$ cat src/rtl/slip_timer_pkg.sv
// slip_timer_pkg: shared constants and types for slip_interval_timer.
//   - register address constants (TMR_*)
//   - control bit indices (CTL_*)
//   - ctl_t: packed control register, laid out so ctl_t'(DIN[2:0]) maps bit-for-bit
package slip_timer_pkg;

  localparam logic [1:0] TMR_RELOAD_LO = 2'd0;
  localparam logic [1:0] TMR_RELOAD_HI = 2'd1;
  localparam logic [1:0] TMR_CTRL      = 2'd2;
  localparam logic [1:0] TMR_PRE       = 2'd3;

  localparam int CTL_RUN     = 0;
  localparam int CTL_ONESHOT = 1;
  localparam int CTL_IEN     = 2;

  // Field order matches CTL_* indices: ien is MSB (bit 2), run is LSB (bit 0).
  typedef struct packed {
    logic ien;
    logic oneshot;
    logic run;
  } ctl_t;

endpackage

$ cat src/rtl/slip_timer_prescaler.sv
// slip_timer_prescaler: PRE_W-bit down-counter producing the internal tick.
// Ports:
//   MasterClock - system clock
//   RESET       - synchronous active-high reset
//   i_en        - count enable (RUN & CKEN)
//   i_load      - reload counter from i_pre (wins over i_en)
//   i_pre       - prescale value
//   o_tick      - combinational tick: enabled strobe seen with counter at 0
module slip_timer_prescaler #(
  parameter int PRE_W = 8
) (
  input  logic             MasterClock,
  input  logic             RESET,
  input  logic             i_en,
  input  logic             i_load,
  input  logic [PRE_W-1:0] i_pre,
  output logic             o_tick
);

  logic [PRE_W-1:0] r_p;

  assign o_tick = i_en && !i_load && (r_p == '0);

  always_ff @(posedge MasterClock) begin
    if (RESET)          r_p <= '0;
    else if (i_load)    r_p <= i_pre;
    else if (i_en) begin
      if (r_p == '0)    r_p <= i_pre;
      else              r_p <= r_p - PRE_W'(1);
    end
  end

endmodule

$ cat src/rtl/slip_interval_timer.sv
// slip_interval_timer: programmable interval timer with reload, prescaler,
// one-shot mode and level interrupt.
// Ports:
//   MasterClock, RESET (sync, active high)
//   CKEN        - count-enable strobe
//   WR/RD/ADDR/DIN/DOUT - CPU register bus, DOUT registered on RD
//   TC          - one-cycle terminal-count pulse
//   IRQ/IACK    - level interrupt and its acknowledge strobe
// Build option: SLIP_TIMER_LATCH_EN - reading address 0 latches the count
// high bits so a following address-1 read returns a coherent value.
module slip_interval_timer
  import slip_timer_pkg::*;
#(
  parameter int WIDTH = 16,
  parameter int PRE_W = 8
) (
  input  logic       MasterClock,
  input  logic       RESET,
  input  logic       CKEN,
  input  logic       WR,
  input  logic       RD,
  input  logic [1:0] ADDR,
  input  logic [7:0] DIN,
  output logic [7:0] DOUT,
  output logic       TC,
  output logic       IRQ,
  input  logic       IACK
);

  logic [WIDTH-1:0] r_count;
  logic [WIDTH-1:0] r_reload;
  logic [7:0]       r_shadow;
  logic [PRE_W-1:0] r_pre;
  ctl_t             r_ctl;
  logic             r_irq;
  logic             r_tc;
  logic [7:0]       r_dout;
`ifdef SLIP_TIMER_LATCH_EN
  logic [WIDTH-9:0] r_hi_latch;
`endif

  logic             w_wr_lo, w_wr_hi, w_wr_ctl, w_wr_pre;
  ctl_t             w_new_ctl;
  logic             w_run_rise;
  logic [WIDTH-1:0] w_new_reload;
  logic             w_tick;
  logic             w_tc;
  logic [7:0]       w_hi8;
  logic [7:0]       w_pre8;
  logic [7:0]       w_rdata;

  assign w_wr_lo      = WR && (ADDR == TMR_RELOAD_LO);
  assign w_wr_hi      = WR && (ADDR == TMR_RELOAD_HI);
  assign w_wr_ctl     = WR && (ADDR == TMR_CTRL);
  assign w_wr_pre     = WR && (ADDR == TMR_PRE);
  assign w_new_ctl    = ctl_t'(DIN[CTL_IEN:CTL_RUN]);
  assign w_run_rise   = w_wr_ctl && w_new_ctl.run && !r_ctl.run;
  assign w_new_reload = {DIN[WIDTH-9:0], r_shadow};
  assign w_tc         = w_tick && (r_count == '0);

  // Prescaler only counts while running; RUN rising reloads it instead.
  slip_timer_prescaler #(.PRE_W(PRE_W)) u_pre (
    .MasterClock (MasterClock),
    .RESET       (RESET),
    .i_en        (r_ctl.run && CKEN),
    .i_load      (w_run_rise),
    .i_pre       (r_pre),
    .o_tick      (w_tick)
  );

  always_comb begin
    w_hi8 = '0;
`ifdef SLIP_TIMER_LATCH_EN
    w_hi8[WIDTH-9:0] = r_hi_latch;
`else
    w_hi8[WIDTH-9:0] = r_count[WIDTH-1:8];
`endif
    w_pre8 = '0;
    w_pre8[PRE_W-1:0] = r_pre;
    case (ADDR)
      TMR_RELOAD_LO: w_rdata = r_count[7:0];
      TMR_RELOAD_HI: w_rdata = w_hi8;
      TMR_CTRL:      w_rdata = {r_irq, 4'b0, r_ctl};
      default:       w_rdata = w_pre8;
    endcase
  end

  always_ff @(posedge MasterClock) begin
    if (RESET) begin
      r_count  <= '0;
      r_reload <= '0;
      r_shadow <= '0;
      r_pre    <= '0;
      r_ctl    <= '0;
      r_irq    <= 1'b0;
      r_tc     <= 1'b0;
      r_dout   <= '0;
`ifdef SLIP_TIMER_LATCH_EN
      r_hi_latch <= '0;
`endif
    end else begin
      r_tc <= w_tc;

      if (w_wr_lo)  r_shadow <= DIN;
      if (w_wr_hi)  r_reload <= w_new_reload;
      if (w_wr_pre) r_pre    <= DIN[PRE_W-1:0];

      // A run-rise edge loads only; a tick cannot coincide since RUN was 0.
      if (w_run_rise)                  r_count <= r_reload;
      else if (w_wr_hi && !r_ctl.run)  r_count <= w_new_reload;
      else if (w_tick)                 r_count <= w_tc ? r_reload : r_count - WIDTH'(1);

      // An explicit control write overrides the one-shot auto-stop.
      if (w_wr_ctl)                      r_ctl     <= w_new_ctl;
      else if (w_tc && r_ctl.oneshot)    r_ctl.run <= 1'b0;

      // Set beats clear when both land on the same edge.
      if (w_tc && r_ctl.ien)       r_irq <= 1'b1;
      else if (IACK || w_wr_ctl)   r_irq <= 1'b0;

      // Read data is sampled from pre-write state.
      if (RD) r_dout <= w_rdata;
`ifdef SLIP_TIMER_LATCH_EN
      if (RD && (ADDR == TMR_RELOAD_LO)) r_hi_latch <= r_count[WIDTH-1:8];
`endif
    end
  end

  assign DOUT = r_dout;
  assign TC   = r_tc;
  assign IRQ  = r_irq;

endmodule

$ cat config.mk
export PLATFORM = sky130hd
export DESIGN_NAME = slip_interval_timer
export DESIGN_NICKNAME = d
export VERILOG_FILES = /design/src/rtl/slip_timer_pkg.sv /design/src/rtl/slip_timer_prescaler.sv /design/src/rtl/slip_interval_timer.sv
export SDC_FILE = /design/constraint.sdc
export NUM_CORES = 1
export LEC_CHECK = 0
export CORE_MARGIN = 1.5
export CORE_UTILIZATION = 59
export CTS_CLUSTER_DIAMETER = 200
export DETAILED_ROUTE_END_ITERATION = 8
export GPL_TIMING_DRIVEN = 1
export PLACE_DENSITY = 0.86
export SLEW_MARGIN = 20
export SYNTH_ARGS = -nofsm -noshare
export SYNTH_HDL_FRONTEND = slang
export SYNTH_HIERARCHICAL = 1
export SYNTH_SLANG_ARGS = --single-unit
$ cat constraint.sdc
create_clock -name MasterClock -period 4.1 [get_ports MasterClock]
set_input_delay 0.82 -clock MasterClock [delete_from_list [all_inputs] [get_ports MasterClock]]
set_output_delay 0.82 -clock MasterClock [all_outputs]
set_load 0.1 [all_outputs]
==> results_dict.tcl, run 1 <==
set metrics [dict create \
    run_status "complete, no violations" \
    fill_cells 485 \
    crit_end "r_count[4]" \
    synthXorXnorAreaFrac_pct 1.44 \
    p_per_area_nw_per_um2 407 \
    grt_util_all_layers_pct 34.5 \
    min_path_type "reg2reg" \
    overflow 0 \
    yosysUniqueCellTypes 69 \
    p_total_mw 1.70 \
    synth-simple-area-share_pct 26.4 \
    fin_nets 475 \
    vias_per_cell 6.55 \
    cts_setup_buffers 0 \
    num_vias 3512 \
    finClkSkew_ns 0.00971 \
    critPathRequiredTime_ns 4.36 \
    pwr-share-clk_pct 37.1 \
    dp_slack_ns 0.335 \
    cts_max_path_buffers 2 \
    synthTopCellsByCount "69 x dfxtp_1, 66 x nand2_1, 47 x nor2_1, 36 x a21oi_1, 19 x clkbuf_1" \
    switchingPower_mw 0.503 \
    swShare_pct 29.6 \
    coreArea_sq_um 5920 \
    synth_fa_ha_area_share_pct 1.03 \
    dieWidth_microns 81.5 \
    ioPinCount 26 \
    tightest_slew_ns 1.04 \
    worstReg2RegEnd "r_count[4]" \
    synth_area_leaders "dfxtp_1 38%, nand2_1 6.8%, a21oi_1 5.0%" \
    cts_buffers 9 \
    slowest_stage "clkdlybuf4s50_1" \
    grt_first_pass_wirelength_microns 16900 \
    rsz0062_at_grt "no" \
    yosysMostFrequentCell "dfxtp_1" \
    root_buffer "clkbuf_8" \
    synth_edf_count 0 \
    crit_top_cell "nor4b_1" \
    rrSetupSlack_ns 1.14 \
    place_congestion 0.969 \
    p_comb_share_pct 19.4 \
    multi_input_comb_area_sq_um 2070 \
    synth_seq_cells 69 \
    hpwl_microns 7620 \
    first_iter_violations 335 \
    p_int_mw 1.19 \
    num_antenna_cells 0 \
    numPortBuffers 25 \
    synth_compound_area_share_pct 20.2 \
    wl_per_cell_microns 19.7 \
    power.share.sequential_pct 43.4 \
    muxShareOfSynthArea_pct 7.81 \
    timing.final.crit_period_ns 3.53 \
    synth_warnings 6 \
    drtAntennaViolNets 0 \
    synth_cells 438 \
    dpl.cell_count 520 \
    timing.final.ws_setup_ns 0.566 \
    cap_violations 0 \
    grt_pass1_vias 3330 \
    clock_latency_ns 0.35 \
    reg2reg_depth 9 \
    synth.top_cell.area_share_pct 38.0 \
    cts_tree "built" \
    async_reset_ff_share_pct 0 \
    initial_utilization_pct 61.4 \
    grt_max_degree 38 \
    ys_seq_area_share_pct 38.0 \
    rr_startpoint "u_pre/r_p[2]" \
    synth_top_family_by_area "simple AND/OR/NAND/NOR gates" \
    ctsResizeCount 0 \
    clk_pin_slew_ns 0.08 \
    stdcell_count 536 \
    worstSetupPathType "in2reg" \
    synth_area_leader_cell "dfxtp_1" \
    fin_setup_tns_ns 0 \
    maxSlewViolCount 0 \
    rows 28 \
    clock_sinks 69 \
    crit_path_max_incr_delay_ns 0.50 \
    syn_avg_cell_area_sq_um 8.30 \
    slew_headroom_pct 30.2 \
    synthesis.area_sq_um 3640 \
    max-vdd-ir-drop_uv 378 \
    fmax_mhz 283 \
    drt-total-wl_microns 10500 \
    critical_path.max_fanout 10 \
    die_area_sq_um 6640 \
    ys.flop_type "dfxtp_1" \
    die_h_microns 81.5 \
    drc_errors 0 \
    area_delta_synth_final_pct 14.5 \
    startpoint "WR" \
    drive_above_1_share_pct 11.3 \
    antenna_found_initial 0 \
    syn-num-nets 457 \
    crit_arrival_ns 3.80 \
    end_kind "register" \
    dr.pass1.iters 5 \
    finalSetupViolCount 0 \
    critPathLaunchType "input port" \
    postCtsHoldBufs 0 \
    period_share_pct 86.2 \
    p_leak_nw 1.52 \
    path_cells "clkdlybuf4s50_1 > nand3b_1 > or3_1 > inv_1 > nor4b_1 > nor4b_1 > nand4_1 > o21ai_4 > a2111oi_0 > nor4_1" \
    seqCellArea_sq_um 1380 \
    hold_viol 0 \
    h-tree-depth 3 \
]
-- critical path: cells and delay by family --
family / cells / cell delay [ns]
AND/OR/NAND/NOR: 6 / 1.87
buffers and inverters: 2 / 0.56
AO/OA/AOI/OAI: 2 / 0.55
-- how the worst min path moves through the flow --
stage	cells after the start	slack, ns	startpoint	end
finish	2	0.46	r_reload[1]	r_reload[1]
global route	2	0.49	r_reload[0]	r_reload[0]
CTS	2	0.46	r_reload[1]	r_reload[1]
detailed placement	2	0.45	r_reload[1]	r_reload[1]
global placement	2	0.45	r_reload[1]	r_reload[1]
floorplan	2	0.44	r_reload[9]	r_reload[9]
-- state kept, by name (all words and copies together) (netlist names) --
signal	flops
r_shadow	8
r_pre	8
DOUT	8
u_pre/r_p	8
r_ctl	3
r_count	16
IRQ	1
TC	1
r_reload	16
-- power by group through the flow --
stage | combinational, mW | sequential (mW) | clock, mW
after floorplan | 0.226 | 0.759 | 0
after global placement | 0.317 | 0.750 | 0
after detailed placement | 0.322 | 0.751 | 0
after CTS | 0.324 | 0.735 | 0.633
after global routing | 0.359 | 0.740 | 0.655
final | 0.329 | 0.737 | 0.630
-- metal layers --
metal  wire (microns)  vias to the layer above  track usage [%]  share of wire (%)
met3              907                       28             6.78                8.6
met4              303                        0             15.5                2.9
met2             4950                      173             56.0                 47
li1                 -                     1645                -                  -
met1             4380                     1666             44.3                 42
met5                0                        -                0                  0
-- cell families (layout without fill, tap and decap cells) --
logic type,after synthesis,in the layout
AND/OR/NAND/NOR,186,186
AO/OA/AOI/OAI,106,106
flip-flops,69,69
buffers and inverters,45,68
multiplexers,23,23
XOR/XNOR,6,6
adder cells (fa/ha/maj),3,3
-- per-stage QoR --
step / area [sq um] / hold WS (ns) / utilization, %
2_1_floorplan: 3640 / 0.436 / -
3_3_place_gp: 3940 / 0.445 / 66.5
3_5_place_dp: 3940 / 0.450 / 66.5
4_1_cts: 4170 / 0.461 / 70.4
5_1_grt: 4170 / 0.487 / 70.4
6_report: 4170 / 0.459 / 70.4
-- layout by cell type, fill, tap and decap left out, drive strengths merged, types with 6 or more instances in the layout --
cell type / Yosys / routed
a211oi: 9 / 9
a21oi: 37 / 37
a22oi: 6 / 6
a31oi: 7 / 7
buf: 10 / 13
clkbuf: 20 / 11
clkdlybuf4s50: 0 / 24
dfxtp: 69 / 69
inv: 15 / 15
mux2i: 16 / 16
nand2: 66 / 66
nand3: 8 / 8
nor2: 47 / 47
nor3: 15 / 15
nor4: 9 / 9
o211ai: 6 / 6
o22ai: 6 / 6
xnor2: 6 / 6
-- cell type report --
type,count,area share (%)
timing repair buffer,37,8.05
multi-input combinational,324,49.8
sequential,69,33.2
clock buffer,11,3.39
clock inverter,5,2.01
inverter,15,1.35
tap,75,2.25
(Power assumes the default switching activity.)
==> run 2: changes to the inputs <==
CELL_PAD_IN_SITES_DETAIL_PLACEMENT = 0   (was not set)
CELL_PAD_IN_SITES_GLOBAL_PLACEMENT = 1   (was not set)
CORE_UTILIZATION = 44   (was 59)
PLACE_DENSITY = 0.85   (was 0.86)
==> run 2 against run 1 <==
  * Critical path depth is the same
  * Largest cell class unchanged
  * Total power grew 1.7%
  * Setup slack improved by 0.032 ns
  * Highest routed layer unchanged
  * Critical endpoint unchanged
  * Register-to-register slack better by 0.04 ns
  * Largest power group unchanged
  * Sequential power about the same
  * First-iteration DRC count shrank 18%
==> results_dict.tcl, run 2 (synthesis results as in run 1) <==
set metrics [dict create \
    vias_per_cell 6.09 \
    cap_violations 0 \
    fmax_mhz 286 \
    finClkSkew_ns 0.0101 \
    maxSlewViolCount 0 \
    rrSetupSlack_ns 1.18 \
    holdWs_ns 0.463 \
    end_kind "register" \
    fin_nets 477 \
    hpwl_microns 7860 \
    stdcell_area_sq_um 4220 \
    antenna_found_initial 0 \
    p_total_mw 1.72 \
    finalSetupViolCount 0 \
    swShare_pct 30.5 \
    clock_sinks 69 \
    slew_headroom_pct 35.6 \
    dpl-instance-area_sq_um 3990 \
    drive_above_1_share_pct 11.9 \
    grt_pass1_vias 3186 \
    max-vdd-ir-drop_uv 186 \
    timing.final.ws_setup_ns 0.598 \
    overflow 0 \
    fin_setup_tns_ns 0 \
    ioPinCount 26 \
    slowest_stage "clkdlybuf4s50_1" \
    worstSetupPathType "in2reg" \
    p_int_mw 1.20 \
    clock_latency_ns 0.36 \
    postCtsHoldBufs 0 \
    crit_path_max_incr_delay_ns 0.51 \
    min_to "r_reload[2]" \
    numPortBuffers 25 \
    path_buf_inv 2 \
    drt-total-wl_microns 10800 \
    root_buffer "clkbuf_8" \
    cts_setup_buffers 0 \
    rows 32 \
    ctsResizeCount 0 \
    place_congestion 0.912 \
    num_antenna_cells 0 \
    wl_per_cell_microns 19.2 \
    top_regs "r_count: 16 flops, r_reload: 16 flops" \
    drtAntennaViolNets 0 \
    min_path_type "reg2reg" \
    worstReg2RegEnd "r_count[4]" \
    critPathRequiredTime_ns 4.36 \
    critPathLaunchType "input port" \
    num_vias 3443 \
    grt_first_pass_wirelength_microns 17600 \
    p_per_area_nw_per_um2 409 \
    path_cells "clkdlybuf4s50_1 > nand3b_1 > or3_1 > inv_1 > nor4b_1 > nor4b_1 > nand4_1 > o21ai_4 > a2111oi_0 > nor4_1" \
    grt_util_all_layers_pct 26.4 \
    dieWidth_microns 93.9 \
    timing.final.crit_period_ns 3.50 \
    min-delay-start "r_reload[2]" \
    cts_buffers 9 \
    cts_tree "built" \
    crit_top_cell "nor4b_1" \
    clk_pin_slew_ns 0.08 \
    grt_max_degree 30 \
    p_leak_nw 1.53 \
    path_delay_family "simple AND/OR/NAND/NOR gates" \
    reg2reg_depth 9 \
    die_area_sq_um 8820 \
    h-tree-depth 3 \
    switchingPower_mw 0.527 \
    run_status "complete, no violations" \
    tightest_slew_ns 0.962 \
    final_cell_mix "69 x dfxtp_1, 66 x nand2_1, 47 x nor2_1" \
    post-route-util_pct 53.8 \
    first_iter_violations 276 \
    dp_slack_ns 0.321 \
    period_share_pct 85.4 \
    hold_viol 0 \
    critical_path.max_fanout 10 \
    area_delta_synth_final_pct 16.0 \
    power.share.sequential_pct 42.8 \
    crit_cells 10 \
    hold_depth 2 \
    cts_max_path_buffers 2 \
    initial_utilization_pct 46.3 \
    p_comb_share_pct 19.3 \
    rsz0062_at_grt "no" \
    stdcell_count 565 \
    dpl.cell_count 549 \
    coreArea_sq_um 7850 \
    rr_startpoint "u_pre/r_p[2]" \
    pwr-share-clk_pct 37.9 \
    final_common_cell "dfxtp_1" \
    drc_errors 0 \
    dr.pass1.iters 5 \
    crit_arrival_ns 3.76 \
    die_h_microns 93.9 \
]
==> run 2: layout make-up <==
type                    instances  area [sq um]
well taps                     102           128
repair buffers                 39           350
inverters                      15          56.3
flip-flops and latches         69          1380
clock buffers                  10           138
fillers                       752          3630
clock inverters                 6          92.6
multi-input cells             324          2070
==> run 2: power by group through the flow <==
| stage | sequential, mW | combinational [mW] | clock, mW |
|---|---|---|---|
| finish | 0.737 | 0.333 | 0.654 |
| global route | 0.742 | 0.362 | 0.687 |
| detailed placement | 0.751 | 0.326 | 0 |
| global placement | 0.752 | 0.327 | 0 |
| floorplan | 0.759 | 0.226 | 0 |
| CTS | 0.736 | 0.329 | 0.661 |
==> run 2: how the worst max path moves through the flow <==
stage	startpoint	to	slack [ns]
6_report	WR	r_count[4]	0.60
5_1_grt	WR	r_count[4]	0.29
4_1_cts	WR	r_count[4]	0.66
3_5_place_dp	WR	r_count[4]	0.32
3_3_place_gp	WR	r_count[3]	0.45
2_1_floorplan	ADDR[1]	r_count[9]	0.48
==> run 2: metal layers <==
| metal | part of all wire (%) | vias to the layer above | global-route usage [%] |
|---|---|---|---|
| met5 | 0 | - | 0 |
| met3 | 6.9 | 21 | 3.88 |
| met2 | 43 | 140 | 40.2 |
| met1 | 48 | 1639 | 38.5 |
| met4 | 2.2 | 0 | 8.08 |
| li1 | - | 1643 | - |
==> run 2: tightest hold or removal path: stages (launching register included) <==
cell and delay, ns:
dfxtp_1 0.32, nand2_1 0.05, a21oi_1 0.05
==> run 3: changes to the inputs <==
CORE_UTILIZATION = 35   (was 44)
PLACE_DENSITY = 0.71   (was 0.85)
==> run 3 against run 2 <==
  * First-iteration DRC count is 24% higher
  * Setup slack better by 0.033 ns
  * Global-route usage is 5.6 points lower
  * Clock skew hardly changed
  * Critical path depth stayed put
  * Total power is 6.1% lower
  * Register-to-register slack hardly changed
  * Via count is 1.7% lower
  * Final cell count is 6.2% higher
  * Clock power is 16% lower
  * Clock-buffer cell count is 1 lower
==> results_dict.tcl, run 3 (synthesis results as in run 1) <==
set metrics [dict create \
    crit_top_cell "nor4b_1" \
    num_antenna_cells 0 \
    final_common_cell "dfxtp_1" \
    critPathLaunchType "input port" \
    tightest_slew_ns 1.01 \
    final_cell_mix "69 x dfxtp_1, 66 x nand2_1, 47 x nor2_1" \
    reg2reg_depth 9 \
    min_to "r_reload[7]" \
    min_path_type "reg2reg" \
    antenna_found_initial 0 \
    cts_tree "built" \
    p_leak_nw 1.52 \
    worstSetupPathType "in2reg" \
    crit_arrival_ns 3.72 \
    p_total_mw 1.62 \
    max-vdd-ir-drop_uv 186 \
    p_per_area_nw_per_um2 383 \
    cts_setup_buffers 0 \
    rr_startpoint "u_pre/r_p[2]" \
    place_congestion 0.915 \
    hold_viol 0 \
    fill_cells 1066 \
    vias_per_cell 5.64 \
    maxSlewViolCount 0 \
    drt-total-wl_microns 11000 \
    numPortBuffers 25 \
    rrSetupSlack_ns 1.19 \
    drc_errors 0 \
    fmax_mhz 288 \
    end_kind "register" \
    timing.final.ws_setup_ns 0.632 \
    clk_pin_slew_ns 0.08 \
    cap_violations 0 \
    fin_nets 478 \
    path_cells "clkdlybuf4s50_1 > nand3b_1 > or3_1 > inv_1 > nor4b_1 > nor4b_1 > nand4_1 > o21ai_4 > a221oi_1 > o32ai_1" \
    clock_sinks 69 \
    min-delay-start "r_reload[7]" \
    postCtsHoldBufs 0 \
    die_h_microns 105 \
    rsz0062_at_grt "no" \
    critical_path.max_fanout 10 \
    period_share_pct 84.6 \
    slowest_stage "clkdlybuf4s50_1" \
    timing.final.crit_period_ns 3.47 \
    die_area_sq_um 11000 \
    drtAntennaViolNets 0 \
    run_status "complete, no violations" \
    fin_setup_tns_ns 0 \
    grt_first_pass_wirelength_microns 17800 \
    initial_utilization_pct 35.7 \
    first_iter_violations 343 \
    wl_per_cell_microns 18.3 \
    dp_slack_ns 0.366 \
    critPathRequiredTime_ns 4.35 \
    clock_latency_ns 0.35 \
    h-tree-depth 3 \
    ioPinCount 26 \
    top_regs "r_count: 16 flops, r_reload: 16 flops" \
    dieWidth_microns 105 \
    grt_pass1_vias 3146 \
    finalSetupViolCount 0 \
    dr.pass1.iters 5 \
    hold_depth 2 \
    num_vias 3385 \
    crit_path_max_incr_delay_ns 0.51 \
    finClkSkew_ns 0.0101 \
    hpwl_microns 8070 \
    grt_max_degree 27 \
    cts_max_path_buffers 2 \
    cts_buffers 9 \
    ctsResizeCount 0 \
    rows 37 \
    grt_util_all_layers_pct 20.9 \
    drive_above_1_share_pct 12.1 \
    slew_headroom_pct 32.0 \
    coreArea_sq_um 10200 \
    overflow 0 \
    worstReg2RegEnd "r_count[11]" \
    area_delta_synth_final_pct 16.3 \
    root_buffer "clkbuf_8" \
]
-- run 3: cell type report --
type | count | area [sq um] | share of cell area, %
Multi-Input combinational cell | 324 | 2070 | 49.0
Sequential cell | 69 | 1380 | 32.7
Timing Repair Buffer | 40 | 358 | 8.46
Tap cell | 136 | 170 | 4.02
Clock buffer | 9 | 124 | 2.93
Clock inverter | 7 | 66.3 | 1.57
Inverter | 15 | 56.3 | 1.33
-- run 3: how the worst max path moves through the flow --
stage	depth (start not counted)	start	endpoint	slack (ns)
after floorplan	14	ADDR[1]	r_count[9]	0.48
after global placement	10	WR	r_count[4]	0.48
after detailed placement	10	WR	r_count[4]	0.37
after CTS	10	WR	r_count[3]	0.72
after global routing	10	WR	r_count[3]	0.34
final	10	WR	r_count[11]	0.63
-- run 3: critical path: cells and delay by family --
| kind | cells | cell delay [ns] |
|---|---|---|
| AND/OR/NAND/NOR | 5 | 1.53 |
| AO/OA/AOI/OAI | 3 | 0.81 |
| buffers and inverters | 2 | 0.56 |
-- run 3: routing by layer --
metal	global-route usage, %	part of all wire [%]
met1	31.2	49
met2	29.5	43
met3	3.68	5.5
met4	8.02	2.6
met5	0	0
-- run 3: power by group --
group          switching (mW)  leakage, nW  internal [mW]  total [mW]
logic                   0.194        0.864          0.138       0.332
registers              0.0403        0.561          0.697       0.738
clock network           0.271       0.0987          0.277       0.549
total                   0.506         1.52           1.11        1.62
-- run 3: through the flow --
stage	util [%]	hold slack (ns)	instance area [sq um]	std cells
after floorplan	-	0.436	3640	438
after global placement	39.7	0.447	4040	584
after detailed placement	39.7	0.450	4040	584
after CTS	41.5	0.462	4230	600
after global routing	41.5	0.482	4230	600
final	41.5	0.462	4230	600
